===== src/rtl/posit_conv_sched.sv =====
// Two-requester scheduler in front of one shared posit(8) -> Q5.10 sign-magnitude converter.
// Define POSIT_SCHED_FIXED_PRIO_EN for fixed A-first priority instead of round-robin.
`timescale 1ns/1ps
module posit_conv_sched (
   input  logic        clk,
   input  logic        rst_n,
   input  logic        a_req,
   input  logic [7:0]  a_posit1,
   input  logic [7:0]  a_posit2,
   output logic        a_ack,
   input  logic        b_req,
   input  logic [7:0]  b_posit1,
   input  logic [7:0]  b_posit2,
   output logic        b_ack,
   output logic        out_valid,
   input  logic        out_ready,
   output logic        out_id,
   output logic [15:0] out_bin1,
   output logic [15:0] out_bin2,
   output logic [1:0]  out_sat,
   output logic [1:0]  out_nar,
   output logic        busy
);

   // Handshakes: a requester holds req and operands until its one-cycle ack, which only
   // occurs in IDLE; operands are captured on that edge. A result transfers on a cycle
   // with out_valid && out_ready and holds unchanged until then.
   typedef enum logic [1:0] {IDLE, CONV1, CONV2, RESP} state_t;

   state_t      state;
   state_t      state_nxt;
   logic        accept;
   logic        grant_b;
   logic [7:0]  op1;
   logic [7:0]  op2;

   logic [7:0]  cv_in;
   logic [3:0]  cv_shamt;
   logic [18:0] cv_mag;
   logic [15:0] cv_bin;
   logic        cv_sat;
   logic        cv_nar;

`ifdef POSIT_SCHED_FIXED_PRIO_EN
   assign grant_b = ~a_req;
`else
   logic last_b;

   assign grant_b = b_req & (~a_req | ~last_b);

   always_ff @(posedge clk or negedge rst_n) begin
      if (!rst_n) begin
         last_b <= 1'b1;
      end else if (accept) begin
         last_b <= grant_b;
      end
   end
`endif

   // rst_n gates accept so the acks are low while reset is held
   assign accept    = rst_n & (state == IDLE) & (a_req | b_req);
   assign a_ack     = accept & ~grant_b;
   assign b_ack     = accept & grant_b;
   assign out_valid = (state == RESP);
   assign busy      = (state != IDLE);

   always_ff @(posedge clk or negedge rst_n) begin
      if (!rst_n) begin
         state <= IDLE;
      end else begin
         state <= state_nxt;
      end
   end

   always_comb begin
      state_nxt = state;
      unique case (state)
         IDLE:  if (accept) state_nxt = CONV1;
         CONV1: state_nxt = CONV2;
         CONV2: state_nxt = RESP;
         RESP:  if (out_ready) state_nxt = IDLE;
      endcase
   end

   // Shared converter: operand 1 during CONV1, operand 2 during CONV2
   always_comb begin
      cv_in    = (state == CONV2) ? op2 : op1;
      cv_shamt = {1'b0, cv_in[6:4]} + 4'd6;
      cv_mag   = {14'd0, 1'b1, cv_in[3:0]} << cv_shamt;
      cv_sat   = 1'b0;
      cv_nar   = 1'b0;
      cv_bin   = 16'h0000;
      if (cv_in[6:0] == 7'd0) begin
         cv_nar = cv_in[7];
         cv_bin = {cv_in[7], 15'd0};
      end else begin
         cv_sat = |cv_mag[18:15];
         cv_bin = {cv_in[7], cv_sat ? 15'h7FFF : cv_mag[14:0]};
      end
   end

   always_ff @(posedge clk or negedge rst_n) begin
      if (!rst_n) begin
         op1      <= 8'h00;
         op2      <= 8'h00;
         out_id   <= 1'b0;
         out_bin1 <= 16'h0000;
         out_bin2 <= 16'h0000;
         out_sat  <= 2'b00;
         out_nar  <= 2'b00;
      end else begin
         if (accept) begin
            op1    <= grant_b ? b_posit1 : a_posit1;
            op2    <= grant_b ? b_posit2 : a_posit2;
            out_id <= grant_b;
         end
         if (state == CONV1) begin
            out_bin1   <= cv_bin;
            out_sat[0] <= cv_sat;
            out_nar[0] <= cv_nar;
         end
         if (state == CONV2) begin
            out_bin2   <= cv_bin;
            out_sat[1] <= cv_sat;
            out_nar[1] <= cv_nar;
         end
      end
   end

endmodule

===== config.mk =====
export PLATFORM = sky130hd
export DESIGN_NAME = posit_conv_sched
export DESIGN_NICKNAME = d
export VERILOG_FILES = /design/src/rtl/posit_conv_sched.sv
export SDC_FILE = /design/constraint.sdc
export NUM_CORES = 1
export LEC_CHECK = 0
export CORE_MARGIN = 8
export CORE_UTILIZATION = 45
export CTS_CLUSTER_SIZE = 28
export DETAILED_ROUTE_END_ITERATION = 10
export GPL_ROUTABILITY_DRIVEN = 0
export PLACE_DENSITY = 0.74
export SYNTH_ARGS = -nofsm -noshare
export SYNTH_HDL_FRONTEND = slang
export SYNTH_SLANG_ARGS = --single-unit

===== constraint.sdc =====
create_clock -name clk -period 2.25 [get_ports clk]
set_input_delay 0.3375 -clock clk [delete_from_list [all_inputs] [get_ports clk]]
set_output_delay 0.3375 -clock clk [all_outputs]
set_load 0.005 [all_outputs]

# --- Word level (Yosys, flattened, before mapping) ---
# Cells that the tools add are included.
classes:
  add_sub_neg: 1
  mul: 0
  div: 0
  n_lt_le_gt_ge: 0
  eq_ne: 5
  n_shift: 1
  n_mux: 10
  n_bitwise: 10
  reduce_logical: 5
ops:
  columns: ["cell", "count"]
  rows:
  - ["$mux W15", 2]
  - ["$mux W8", 3]
  - ["$shl A5 B4 Y19", 1]
  - ["$pmux W2 S4", 1]
  - ["$logic_not A7 Y1", 1]
  - ["$and A1 B1 Y1", 5]
  - ["$add A3 B3 Y4 const B", 1]
  - ["$eq A2 B2 Y1 const B", 2]
  - ["$mux W2", 2]
  - ["$reduce_or A4 Y1", 1]
  - ["$not A1 Y1", 3]
  - ["$eq A2 B1 Y1 const B", 1]
  - ["$logic_not A2 Y1", 1]
  - ["$mux W1", 2]
  - ["$ne A2 B1 Y1 const B", 1]
  - ["$ne A2 B2 Y1 const B", 1]
  - ["$or A1 B1 Y1", 2]
  - ["$reduce_and A2 Y1", 1]
  - ["$reduce_bool A2 Y1", 1]
totals:
  register_bits: 56
  latchBits: 0
  ram_bits: 0
  mem_bits_ro: 0
  in_bits: 37
  output_inout_bits: 41
  elab_cells: 43
  mem_count: 0

# --- Depth between registers and ports, before layout ---
logic_depth:
  depth_word: 7
  mapped_depth: 9
  mapped_depth_nobuf: 6

# --- Least setup slack after synthesis ---
# Ideal clock, no wire load.
synth_path:
  path_kind: "register -> register"
  startpoint: "register state[0]"
  endpoint: "register out_bin1[13]"
  setup_ns: 0.125
  arrival_time_ns: 1.756
  required_ns: 2.125
  setup_slack_ns: 0.370
  stages_incl_launch_ff: 9
  path_buffers: 2
  period_less_slack_ns: 1.880
  path_cell_list: "dfrtp_1 > inv_1 > ha_1 > buf_6 > buf_6 > mux2_2 > nor2_1 > a21oi_1 > mux2_2"
synth_via:
  elab_chain_len: 7
  word_cells_on_any_way: 9
  cone_classes: "add/sub (1); eq/ne (2); shift (1); mux (3); reduce/logical (2)"
synth_lines:
  columns: ["item", "line_no", "source"]
  rows:
  - ["start: declaration", "30", "state_t state;"]
  - ["start signal: assignment", "71", "state <= state_nxt;"]
  - ["$eq A2 B2 Y1", "87", "cv_in = (state == CONV2) ? op2 : op1;"]
  - ["$mux W8", "87", null]
  - ["$add A3 B3 Y4", "88", "cv_shamt = {1'b0, cv_in[6:4]} + 4'd6;"]
  - ["$shl A5 B4 Y19", "89", "cv_mag = {14'd0, 1'b1, cv_in[3:0]} << cv_shamt;"]
  - ["$reduce_or A4 Y1", "97", "cv_sat = |cv_mag[18:15];"]
  - ["$mux W15", "98", "cv_bin = {cv_in[7], cv_sat ? 15'h7FFF : cv_mag[14:0]};"]
  - ["$mux W15", "93", "if (cv_in[6:0] == 7'd0) begin"]
  - ["end signal: assignment", "118", "out_bin1 <= cv_bin;"]
  - ["end: declaration", "18", "output logic [15:0] out_bin1,"]
# Several ways; a longest one is shown, not always the timed one.
# A chain may end at the register's enable or synchronous reset.

# --- Worst setup path after layout ---
layout_path:
  startpoint: "register state[0]"
  endpoint: "register out_bin1[7]"
# The elaborated chain is that of the path after synthesis.

==> metrics.txt <==
# TYPE chip_impl_metric gauge
chip_impl_info{name="yosys-top-cells-count",value="55 x sky130_fd_sc_hd__dfrtp_1, 41 x sky130_fd_sc_hd__inv_1, 26 x sky130_fd_sc_hd__o21ai_0"} 1
chip_impl_metric{name="p_comb_frac",unit=""} 0.543
chip_impl_metric{name="wire_length_of_the_first_global_routing_pass",unit="mm"} 11.1
chip_impl_info{name="synth_most_common_cell",value="sky130_fd_sc_hd__dfrtp_1"} 1
chip_impl_info{name="dominant_cell_type_by_area_after_synthesis",value="sky130_fd_sc_hd__dfrtp_1"} 1
chip_impl_metric{name="die-area",unit="µm²"} 8570
chip_impl_metric{name="post-route-min-period",unit="ps"} 2120
chip_impl_metric{name="leakagePower",unit="nW"} 1.58
chip_impl_metric{name="syn2layout_area_growth",unit="%"} 36.6
chip_impl_metric{name="fin_tns_setup",unit="ps"} 0
chip_impl_metric{name="postRouteWirelength",unit="mm"} 6.58
chip_impl_metric{name="max_freq",unit="MHz"} 471
chip_impl_metric{name="place.port_buffers",unit=""} 77
chip_impl_metric{name="synthesis.area",unit="µm²"} 2640
chip_impl_metric{name="remaining_drc_errors",unit=""} 0
chip_impl_info{name="yosys-top-cells-area",value="sky130_fd_sc_hd__dfrtp_1 52%, sky130_fd_sc_hd__a222oi_1 6.1%, sky130_fd_sc_hd__inv_1 5.8%"} 1
chip_impl_info{name="ctsRootBufferMaster",value="sky130_fd_sc_hd__clkbuf_8"} 1
chip_impl_metric{name="share_of_synthesized_area_occupied_by_flip_flops_and_latches",unit=""} 0.532
chip_impl_metric{name="synth_edf_count",unit=""} 0
chip_impl_metric{name="p_total",unit="mW"} 5.20
chip_impl_metric{name="power.share.switching",unit=""} 0.395
chip_impl_metric{name="yosys.area.top_type_share",unit=""} 0.522
chip_impl_metric{name="internal_power",unit="mW"} 3.15
chip_impl_metric{name="power.switching",unit="mW"} 2.05
chip_impl_metric{name="postPlaceCellArea",unit="µm²"} 3490
chip_impl_metric{name="slew_headroom",unit=""} 0.546
chip_impl_metric{name="layout.core_utilization",unit=""} 0.624
chip_impl_metric{name="fin_crit_sh",unit=""} 0.944
chip_impl_metric{name="finalSetupViolCount",unit=""} 0
chip_impl_metric{name="yosysWarnings",unit=""} 0
chip_impl_metric{name="cts_made_buffers",unit=""} 5
chip_impl_metric{name="maximum_capacitance_violations",unit=""} 0
chip_impl_metric{name="die_height",unit="µm"} 92.6
chip_impl_metric{name="synth.ff_latch_count",unit=""} 56
chip_impl_info{name="type_of_the_worst_setup_path",value="reg2reg"} 1
chip_impl_metric{name="worst-endpoint-required",unit="ps"} 2440
chip_impl_info{name="most_used_dff_post_synth",value="sky130_fd_sc_hd__dfrtp_1"} 1
chip_impl_metric{name="drt-vias-per-instance",unit=""} 5.50
chip_impl_metric{name="timing.critical_path.arrival",unit="ps"} 2310
chip_impl_info{name="critical-path-slowest-cell",value="sky130_fd_sc_hd__dfrtp_1"} 1
chip_impl_metric{name="critPathMaxStageDelay",unit="ps"} 420
chip_impl_metric{name="power.sequential.fraction",unit=""} 0.352
chip_impl_info{name="crit_path_end_kind",value="flop"} 1
chip_impl_metric{name="portion_of_total_power_attributed_to_the_clock_network",unit=""} 0.105
chip_impl_metric{name="design.portCount",unit=""} 78
chip_impl_metric{name="start_util",unit=""} 0.456
chip_impl_metric{name="grt_start_max_net_pins",unit=""} 57
chip_impl_metric{name="synthesis.nets",unit=""} 291
chip_impl_metric{name="antenna_found_initial",unit=""} 0
chip_impl_metric{name="fin_hold_ws",unit="ps"} 247
chip_impl_info{name="run_status",value="finished, final reports clean"} 1
chip_impl_metric{name="syn_avg_cell_area",unit="µm²"} 10.6
chip_impl_metric{name="routedWlPerCell",unit="µm"} 16.2
chip_impl_metric{name="netlist_instances",unit=""} 249
chip_impl_metric{name="clkTransAtPathRegs",unit="ps"} 100
chip_impl_metric{name="gr-usage-all-layers",unit=""} 0.158
chip_impl_metric{name="chip_width",unit="µm"} 92.6
chip_impl_metric{name="ys_async_rst_share",unit=""} 1.00
chip_impl_info{name="cts_tree",value="yes"} 1
chip_impl_metric{name="powerDensity",unit="nW/µm²"} 1440
chip_impl_info{name="timing.critical_path.from_type",value="flop"} 1
chip_impl_metric{name="htree_levels",unit=""} 2
chip_impl_metric{name="cts.repair_timing.setup_buffer_count",unit=""} 0
chip_impl_metric{name="worst-path-max-fanout",unit=""} 9
chip_impl_metric{name="drive_gt1_frac",unit=""} 0.112
chip_impl_metric{name="tightestPinTransition",unit="ps"} 681
chip_impl_metric{name="number_of_drc_violations_after_detailed_routing_iteration_0",unit=""} 121
chip_impl_metric{name="globalRoute.totalOverflow",unit=""} 0
chip_impl_metric{name="fp-row-count",unit=""} 28
chip_impl_metric{name="layout.filler_cells",unit=""} 498
chip_impl_info{name="rsz0062_at_grt",value="no"} 1
chip_impl_metric{name="irDropWorstVdd",unit="mV"} 0.639
chip_impl_metric{name="timing.final.hold_violations",unit=""} 0
chip_impl_metric{name="routed-via-count",unit=""} 2228
chip_impl_info{name="cpLargestDelayFamily",value="compound AO/OA/AOI/OAI gates"} 1
chip_impl_metric{name="count_of_distinct_cell_types_in_the_synthesized_netlist",unit=""} 40
chip_impl_info{name="worst_min_delay_path_class",value="in2async"} 1
chip_impl_metric{name="drt_antenna_net_count",unit=""} 0
chip_impl_metric{name="num_antenna_cells",unit=""} 0
chip_impl_info{name="critical_path.cell_chain",value="inv_2 -> ha_2 -> buf_4 -> mux2i_1 -> o21ai_1 -> o2111ai_1 -> a21oi_1"} 1
chip_impl_metric{name="finish.instance_area",unit="µm²"} 3600
chip_impl_metric{name="place.detailed.hpwl",unit="mm"} 5.00
chip_impl_metric{name="cts_num_sinks",unit=""} 56
chip_impl_metric{name="clkLatencyLatePin",unit="ps"} 300
chip_impl_metric{name="first_pass_iters",unit=""} 5
chip_impl_metric{name="net_count_of_the_finished_layout",unit=""} 371
chip_impl_metric{name="coreArea",unit="µm²"} 5780
chip_impl_metric{name="worstPathBufferInverterCount",unit=""} 2
chip_impl_metric{name="timing.final.max_slew_violations",unit=""} 0
chip_impl_metric{name="skew",unit="ps"} 7.45
chip_impl_metric{name="cts.path.max_buffers",unit=""} 2
chip_impl_metric{name="first_global_vias",unit=""} 2240
chip_impl_metric{name="cts-hold-fix-buffers",unit=""} 0
final timing paths:
kind	slack, ps	cells past startpoint	from	end
worst max-delay path	130	7	state[0]	out_bin1[7]
worst min-delay path	250	2	rst_n	out_bin2[2]
worst max register to register	130	7	state[0]	out_bin1[7]
worst min register to register	490	1	out_id	out_id
max in group asynchronous	1560	2	rst_n	out_bin1[12]
min in group clk	490	1	out_id	out_id
flip-flops by register name (all words and copies together) (netlist names):
| name | count |
|---|---|
| out_sat | 2 |
| out_bin1 | 16 |
| out_nar | 2 |
| out_id | 1 |
| state | 2 |
| op2 | 8 |
| last_b | 1 |
| out_bin2 | 16 |
| op1 | 8 |
logic make-up after synthesis:
group                      Yosys count  share of synthesized area
muxes                               19                     0.0868
and+or+nand+nor                     34                     0.0602
buffers and inverters               55                     0.0906
AOI/OAI and AO/OA                   80                      0.207
adders and majority gates            5                     0.0237
DFF                                 56                      0.532
per-stage QoR:
stage | setup slack [ps] | cells
finish | 127 | 405
global route | 0.529 | 405
CTS | 18.4 | 405
detailed placement | 139 | 397
global placement | 162 | 397
floorplan | 370 | 249
metal layers:
metal,global-route usage,vias up,routed length (µm)
met2,0.247,89,3120
li1,-,1057,-
met3,0.0510,9,558
met1,0.208,1073,2830
met5,0,-,0
met4,0.0403,0,73
final cells by class:
cell class / count / area (µm²) / area share
repair buffers: 87 / 841 / 0.233
multi-input cells: 138 / 1020 / 0.283
clock inverters: 3 / 23.8 / 0.00659
well taps: 75 / 93.8 / 0.0260
flip-flops and latches: 56 / 1400 / 0.389
inverters: 41 / 154 / 0.0427
clock buffers: 5 / 68.8 / 0.0191
layout by cell type, fill, tap and decap left out, types with 2 or more instances in the layout:
master / netlist / final
sky130_fd_sc_hd__a21o_1: 2 / 2
sky130_fd_sc_hd__o211ai_1: 2 / 2
sky130_fd_sc_hd__o21ai_1: 2 / 2
sky130_fd_sc_hd__ha_1: 5 / 3
sky130_fd_sc_hd__clkbuf_8: 0 / 5
sky130_fd_sc_hd__nor2_1: 12 / 12
sky130_fd_sc_hd__inv_1: 41 / 39
sky130_fd_sc_hd__mux2i_1: 9 / 8
sky130_fd_sc_hd__o31ai_1: 2 / 2
sky130_fd_sc_hd__a211oi_1: 6 / 5
sky130_fd_sc_hd__nand2_1: 8 / 8
sky130_fd_sc_hd__a21oi_1: 10 / 10
sky130_fd_sc_hd__clkdlybuf4s50_1: 0 / 76
sky130_fd_sc_hd__o22ai_1: 6 / 6
sky130_fd_sc_hd__nor3_1: 3 / 3
sky130_fd_sc_hd__mux2_2: 7 / 7
sky130_fd_sc_hd__a222oi_1: 16 / 16
sky130_fd_sc_hd__o21ai_0: 26 / 26
sky130_fd_sc_hd__buf_4: 0 / 10
sky130_fd_sc_hd__mux2i_4: 2 / 2
sky130_fd_sc_hd__nor4_1: 2 / 2
sky130_fd_sc_hd__or3_1: 2 / 2
sky130_fd_sc_hd__o32ai_1: 2 / 2
sky130_fd_sc_hd__clkinvlp_4: 0 / 2
sky130_fd_sc_hd__inv_2: 0 / 2
sky130_fd_sc_hd__dfrtp_1: 55 / 55
power by group through the flow:
| stage | clock network, mW | logic (mW) | registers [mW] |
|---|---|---|---|
| 6_report | 0.546 | 2.82 | 1.83 |
| 5_1_grt | 0.612 | 3.11 | 1.89 |
| 4_1_cts | 0.564 | 2.78 | 1.83 |
| 3_5_place_dp | 0 | 2.76 | 1.85 |
| 3_3_place_gp | 0 | 2.68 | 1.83 |
| 2_1_floorplan | 0 | 1.66 | 1.78 |
timing repair:
action / 4_1_cts / 5_1_grt
pin swaps: 0 / 1
gates resized for setup: 1 / 5
setup endpoints to repair: 1 / 4
(Power assumes the default switching activity.)
